File: src/rtl/mem_pager.sv
// Paging unit for the 6801 bus: maps CPU address windows onto external SRAM pages,
// with write-protect fault capture and wait-state generation through the hold line.
module mem_pager #(
   parameter int unsigned WINDOWS     = 4,
   parameter int unsigned WIN_BITS    = 13,
   parameter int unsigned WIN_FIRST   = 2,
   parameter int unsigned PAGE_BITS   = 6,
   parameter int unsigned EXT_AW      = 19,
   parameter int unsigned WAIT_STATES = 1
) (
   input  logic              clk,
   input  logic              rst,
   input  logic [4:0]        AD,
   input  logic [7:0]        DI,
   output logic [7:0]        DO,
   input  logic              rw,
   input  logic              cs,
   input  logic [15:0]       cpu_ad,
   input  logic              vma,
   output logic [EXT_AW-1:0] ext_ad,
   output logic              ext_hit,
   output logic              ext_wblock,
   output logic              bram_disable,
   output logic              irq,
   output logic              hold
);

   localparam int unsigned NSLOT = 8;
   localparam int unsigned CNT_W = 4;

   typedef enum logic [1:0] {S_IDLE, S_WAIT, S_DONE} state_t;

   logic                 r_en  [NSLOT];
   logic                 r_wp  [NSLOT];
   logic [PAGE_BITS-1:0] r_pg  [NSLOT];
   logic                 r_bd;
   logic                 r_ie;
   logic                 r_fault;
   logic [2:0]           r_fwin;
   state_t               r_state;
   state_t               w_state_nxt;
   logic [CNT_W-1:0]     r_cnt;
   logic [15:0]          r_lat_ad;

   logic [16:0]          w_off;
   logic [2:0]           w_idx;
   logic                 w_inwin;
   logic                 w_hit;
   logic                 w_acc;
   logic                 w_wr;
   logic                 w_wr_page;

   // Window decode; below-range addresses wrap to a large offset and miss
   assign w_off     = 17'(cpu_ad >> WIN_BITS) - 17'(WIN_FIRST);
   assign w_idx     = 3'(w_off);
   assign w_inwin   = (w_off < 17'(WINDOWS));
   assign w_hit     = w_inwin && r_en[w_idx];
   assign w_acc     = w_hit && vma;
   assign w_wr      = cs && !rw;
   assign w_wr_page = w_wr && (AD < 5'(WINDOWS));

   assign ext_hit      = w_hit;
   assign ext_ad       = w_hit ? EXT_AW'({r_pg[w_idx], cpu_ad[WIN_BITS-1:0]}) : EXT_AW'(cpu_ad);
   assign ext_wblock   = w_hit && vma && !rw && r_wp[w_idx];
   assign irq          = r_fault && r_ie;
   assign bram_disable = r_bd;

   always_ff @(posedge clk) begin
      if (rst) begin
         for (int i = 0; i < NSLOT; i++) begin
            r_en[i] <= 1'b0;
            r_wp[i] <= 1'b0;
            r_pg[i] <= '0;
         end
      end else if (w_wr_page) begin
         r_en[AD[2:0]] <= DI[7];
         r_wp[AD[2:0]] <= DI[6];
         r_pg[AD[2:0]] <= DI[PAGE_BITS-1:0];
      end
   end

   // A fault in the same cycle as a FAULT-clear write takes priority
   always_ff @(posedge clk) begin
      if (rst) begin
         r_bd    <= 1'b0;
         r_ie    <= 1'b0;
         r_fault <= 1'b0;
         r_fwin  <= '0;
      end else begin
         if (w_wr && AD == 5'd8) begin
            r_bd <= DI[0];
            r_ie <= DI[1];
            if (DI[7]) r_fault <= 1'b0;
         end
         if (ext_wblock) begin
            r_fault <= 1'b1;
            r_fwin  <= w_idx;
         end
      end
   end

   always_comb begin
      DO = '0;
      if (cs && rw) begin
         if (AD < 5'(WINDOWS))
            DO = {r_en[AD[2:0]], r_wp[AD[2:0]], 6'(r_pg[AD[2:0]])};
         else if (AD == 5'd8)
            DO = {r_fault, 5'd0, r_ie, r_bd};
         else if (AD == 5'd9)
            DO = {5'd0, r_fwin};
      end
   end

   always_ff @(posedge clk) begin
      if (rst) r_state <= S_IDLE;
      else     r_state <= w_state_nxt;
   end

   // The access cycle is the first held cycle; WAIT supplies the remaining ones
   always_comb begin
      w_state_nxt = r_state;
      case (r_state)
         S_IDLE: if (w_acc && WAIT_STATES != 0)
                    w_state_nxt = (WAIT_STATES > 1) ? S_WAIT : S_DONE;
         S_WAIT: if (r_cnt == CNT_W'(1)) w_state_nxt = S_DONE;
         S_DONE: if (!w_acc || cpu_ad != r_lat_ad) w_state_nxt = S_IDLE;
         default: w_state_nxt = S_IDLE;
      endcase
   end

   always_comb begin
      hold = 1'b0;
      case (r_state)
         S_IDLE:  hold = w_acc && (WAIT_STATES != 0);
         S_WAIT:  hold = 1'b1;
         default: hold = 1'b0;
      endcase
   end

   // r_cnt holds the held cycles still owed after the current one
   always_ff @(posedge clk) begin
      if (rst) begin
         r_cnt    <= '0;
         r_lat_ad <= '0;
      end else if (r_state == S_IDLE && hold) begin
         r_cnt    <= CNT_W'(WAIT_STATES - 1);
         r_lat_ad <= cpu_ad;
      end else if (r_state == S_WAIT) begin
         r_cnt    <= r_cnt - CNT_W'(1);
      end
   end

endmodule
File: config.mk
export PLATFORM = sky130hd
export DESIGN_NAME = mem_pager
export DESIGN_NICKNAME = d
export VERILOG_FILES = /design/src/rtl/mem_pager.sv
export SDC_FILE = /design/constraint.sdc
export NUM_CORES = 1
export LEC_CHECK = 0
export ABC_CLOCK_PERIOD_IN_PS = 2090
export BUFFER_PORTS_ARGS = -buffer_cell sky130_fd_sc_hd__buf_2
export CORE_MARGIN = 3
export CORE_UTILIZATION = 45
export DETAILED_ROUTE_END_ITERATION = 7
export PLACE_DENSITY_LB_ADDON = 0.08
export SLEW_MARGIN = 20
export SYNTH_ARGS = -nofsm -noshare
export SYNTH_HDL_FRONTEND = slang
export SYNTH_SLANG_ARGS = --single-unit
File: constraint.sdc
create_clock -name clk -period 2.09 [get_ports clk]
set_clock_uncertainty 0.2 [all_clocks]
set_input_delay 0.3135 -clock clk [delete_from_list [all_inputs] [get_ports clk]]
set_output_delay 0.3135 -clock clk [all_outputs]
set_load 0.05 [all_outputs]
* Word-level counts from Yosys, hierarchy flattened
Memories as Yosys holds them, arrays and structs flattened.
Index checks and enable logic that the tools add are counted.
** Storage, ports and cells
- Flip-flop bits (word level) :: 28
- Memory bits (writable) :: 64
- Input bits :: 34
- Output and inout port bits :: 32
- Logic and storage cells :: 72
- Memories :: 3
** Cells by class
- $add $sub $neg :: 2
- Order comparisons :: 2
- Equality and inequality tests :: 9
- Muxes and demuxes :: 27
- Reduce and logical (&&, ||, !) cells :: 22
** Memories
- r_pg :: depth 8, width 6, rd ports 2, clocked after Yosys merged registers in 0, write ports 8, RTL line 35 : logic [PAGE_BITS-1:0] r_pg [NSLOT];
- r_en :: depth 8, width 1, rd ports 2, clocked after Yosys merged registers in 0, write ports 8, RTL line 33 : logic r_en [NSLOT];
- r_wp :: depth 8, width 1, rd ports 2, clocked after Yosys merged registers in 0, write ports 8, RTL line 34 : logic r_wp [NSLOT];
** Operators with widths (number)
- $mux 8 :: 3
- $mux 19 :: 1
- $lt 17x3->1 const B :: 1
- $ne 16x16->1 :: 1
- $mux 1 :: 13
- $mux 3 :: 4
- $eq 5x4->1 const B :: 2
- $logic_and 1x1->1 :: 10
- $mux 2 :: 3
- $mux 6 :: 1
- $ne 2x2->1 const B :: 3
- $pmux 2 s3 :: 1
- $reduce_or 6->1 :: 1
- $lt 5x3->1 const B :: 1
- $eq 4x1->1 const B :: 1
- $reduce_bool 2->1 :: 2
- $sub 3x2->4 const B :: 1
- $sub 4x1->4 const B :: 1
- $reduce_and 3->1 :: 1
- $eq 2x1->1 const B :: 1
- $eq 2x2->1 const B :: 1
- $logic_not 1->1 :: 2
- $logic_not 2->1 :: 1
- $pmux 1 s2 :: 1
- other kinds (4) :: 5

* Longest topological paths before layout
- Depth after elaboration :: 8
- Depth in mapped cells :: 7
- Mapped depth without buffers :: 5

* Worst setup path before layout
OpenSTA, ideal clock, no wires.
- Path type :: input to output
- Start :: in cpu_ad[14]
- End :: out ext_ad[16]
- Data arrival time :: 2.392 ns
- Data required time :: 1.576 ns
- Slack :: -0.816 ns
- Stages on the path :: 6
- Buffers on the path :: 3
- Path through :: clkbuf_1 -> nand2b_1 -> o22a_1 -> buf_6 -> buf_2 -> a221oi_1
** On the way
- Word-level cells in the longest chain between the ends :: 4
- Elaborated cells on any way between the ends :: 6
- Classes of those cells :: 1 x add/sub; 1 x order compare; 1 x mux; 1 x reduce/logical; 2 x memory
** Ends and longest elaborated chain
- start: declaration :: RTL line 18 : input logic [15:0] cpu_ad,
- $sub 3x2->4 (*) :: RTL line 54 : assign w_off = 17'(cpu_ad >> WIN_BITS) - 17'(WIN_FIRST);
- $lt 17x3->1 or $mem_v2 8x1 (tied branches)
- $logic_and 1x1->1 :: RTL line 57 : assign w_hit = w_inwin && r_en[w_idx];
- $mux 19 (*) :: RTL line 63 : assign ext_ad = w_hit ? EXT_AW'({r_pg[w_idx], cpu_ad[WIN_BITS-1:0]}) : EXT_AW'(cpu_ad);
- end: declaration :: RTL line 20 : output logic [EXT_AW-1:0] ext_ad,
Every way passes the cells marked *; elsewhere a longest branch is shown, timed or not.

==> out/metrics.yaml <==
status: "finished, violations left"
violations: "setup timing"
clkSinkCount: 55
fin_nets: 412
setup.reg_to_reg.worst_slack_ns: 0.08
fin_cells: 456
placementRows: 29
preCtsSetupSlack_ns: -0.06521
critical_path.startpoint_type: "flop"
fp.dieH_um: 88.54
grt_pass1_wl_um: 12870
port_buffers: 65
mapped_cells: 289
floorplan.io_pins: 66
detail_route.iter0.violations: 82
r2r_cells: 8
number_of_enable_type_register_cells_in_the_synthesized_netlist: 32
dieWidth_um: 88.54
hold_buffers: 0
number_of_global_route_vias_before_repair: 2600
ys_ff_latch: 55
final.setup.tns_ns: -0.8596
die_footprint_sq_um: 7838
clock.fmax_mhz: 453.2
relSlewSlack: 0.5875
core_area_sq_um: 6459
design_area_sq_um: 4046
yosysSeqAreaShare: 0.4637
path_max_fanout: 6
mappedNetlistArea_sq_um: 3065
seq_area_sq_um: 1421
rr_endpoint: "r_lat_ad[0]"
post-place-cells: 438
globalRouteOverflowTotal: 0
clock_period_minus_worst_slack_ns: 2.207
proportion_of_layout_cells_with_a_drive_suffix_above_1: 0.4354
max_cap_viol_count: 0
hold_violations: 0
share_of_total_power_consumed_by_net_switching: 0.2880
timing.critical_path.cells: "mux2i_2 > o22a_1 > buf_12 > a221oi_4 > buf_6"
power_density_nw_per_um2: 614.1
initial_antenna_violation_count: 0
power.switching_mw: 0.7157
cts.clk_slew.worst_paths_ns: 0.10
detailed_place.area_sq_um: 3699
grt_max_degree: 23
clockPowerShare: 0.294
drt_pre_antenna_iters: 5
final.fill_count: 548
final_min_period_over_clock_period: 1.056
multi_input_comb_area_sq_um: 1582
slowest_delay_ns: 0.48
cts_tree: "yes"
timing_max_transition_violations_final: 0
timing.setup.critical_path_class: "flop to output pin"
detail_route.vias_per_cell: 5.728
yosys_warnings: 0
antenna_cells: 0
power.share.combinational: 0.212
p_int_mw: 1.769
critical_path_required_ns: 1.58
layout_common_cells: "47 x buf_2, 47 x buf_4, 32 x edfxtp_1, 29 x and2_1, 23 x dfxtp_1"
clock_root_buffer_master: "clkbuf_8"
avgRoutedWirePerCell_um: 18.74
via_count: 2612
drtAntennaViolNets: 0
worstSetupStartpoint: "r_en[1]"
place.gp.congestion: 0.8768
floorplan.initialDensity: 0.4746
dp.final_hpwl_um: 6299
post-route-util: 0.6265
final_critical_path_setup_slack_ns: -0.1166
synth_nets: 323
holdWs_ns: 0.09064
cellLeakagePower_nw: 1.643
worst_slew_pin_slew_ns: 0.6175
p_total_mw: 2.485
hold_path.class: "input pin to flop"
synthFlopType: "edfxtp_1"
finalSetupViolCount: 12
critical_path.reg2reg.startpoint: "r_en[2]"
power.sequential.fraction: 0.494
synthToLayoutAreaGrowth_pct: 32.00
ctsLongestPathBuffers: 2
critical_path.slowest_cell: "edfxtp_1"
cts_made_buffers: 5
detail_route.drc_violations: 0
worst_setup_path_endpoint: "ext_ad[17]"
critical_path.endpoint_type: "output pin"
power.ir.vdd_worst_v: 0.0003209
track_usage: 0.2184
yosys.cell_types.count: 43
ctsHtreeMaxLevel: 2
worst-endpoint-arrival_ns: 1.69
postSynthAreaPerCell_sq_um: 10.61
routed_wl_um: 8546
ys_async_sr_fraction: 0
clkLatencyLatePin_ns: 0.31
unrepaired_setup_endpoints_after_global_routing: "yes"
## power groups by stage
stage / registers (mW) / logic [mW] / clock network, mW
after global placement: 1.25 / 0.472 / 0
after CTS: 1.23 / 0.506 / 0.744
after detailed placement: 1.25 / 0.474 / 0
after floorplan: 1.23 / 0.330 / 0
final: 1.23 / 0.528 / 0.730
after global routing: 1.23 / 0.562 / 0.781
## area by class of cell
class | instances | area share
Timing Repair Buffer | 112 | 0.1988
Inverter | 6 | 0.006494
Clock inverter | 3 | 0.01175
Sequential cell | 55 | 0.3513
Clock buffer | 5 | 0.01701
Multi-Input combinational cell | 198 | 0.3908
Tap cell | 77 | 0.02381
## routing by layer
layer  up-vias  share of wire  GRT usage
met5         -              0          0
met4         0          0.023    0.06456
met3        20          0.050    0.03352
met2        82           0.52     0.4004
met1      1275           0.40     0.2638
li1       1235              -          -
## critical path, delay by kind of cell (launching register included)
family                 cells  cell delay [ns]
flip-flops                 1             0.48
multiplexers               1             0.12
AO/OA/AOI/OAI              2             0.43
buffers and inverters      2             0.35
## worst min-delay path by stage
stage,cells after the start,end,from,slack [ns]
2_1_floorplan,2,r_fwin[0],r_fwin[0],0.23
6_report,3,r_lat_ad[9],cpu_ad[9],0.09
3_3_place_gp,2,r_fwin[0],r_fwin[0],0.25
3_5_place_dp,2,r_lat_ad[13],r_lat_ad[13],0.26
4_1_cts,3,r_lat_ad[9],cpu_ad[9],0.08
5_1_grt,3,r_lat_ad[9],cpu_ad[9],0.1
## flip-flops by register name, summed over array words and instances, names as in the netlist
| signal | flops |
|---|---|
| bram_disable | 1 |
| r_wp | 4 |
| r_ie | 1 |
| r_en | 4 |
| r_fault | 1 |
| r_fwin | 3 |
| r_pg | 24 |
| r_lat_ad | 16 |
| r_state | 1 |
## cell usage after synthesis (3+ instances only)
library cell  instances  area, sq um
nand4_1              14        87.58
xor2_1               16        140.1
nor3_1                4        20.02
o21ai_0               3        15.01
inv_1                 5        18.77
nand3b_1              3        22.52
nor4_1                7        43.79
edfxtp_1             32        960.9
clkbuf_1              9        33.78
a221oi_1              4        35.03
nand2b_1              4        25.02
mux2i_1              15        150.1
buf_4                15        112.6
nor2_1               16        60.06
a21oi_1              24        120.1
mux4_2                8        180.2
nand3_1               4        20.02
o31ai_1              14        105.1
buf_2                 3        15.01
dfxtp_1              23        460.4
nor2b_1               6        37.54
nand2_1               8        30.03
and2_1               29        181.4
## cell families (layout without fill, tap and decap cells)
logic type | count (synthesis) | after routing | synth area share
and+or+nand+nor | 104 | 104 | 0.1984
muxes | 25 | 25 | 0.1151
buffers and inverters | 36 | 126 | 0.06653
DFF | 55 | 55 | 0.4637
xor gates and xnor gates | 16 | 16 | 0.04571
AOI/OAI and AO/OA | 53 | 53 | 0.1106
## repair_timing
item / CTS / global route
buffers inserted: 4 / 6
resized for setup: 31 / 23
hold endpoints to repair: 0 / 0
setup endpoints to repair: 13 / 21
pin swaps: 7 / 5
(Power assumes the default switching activity.)
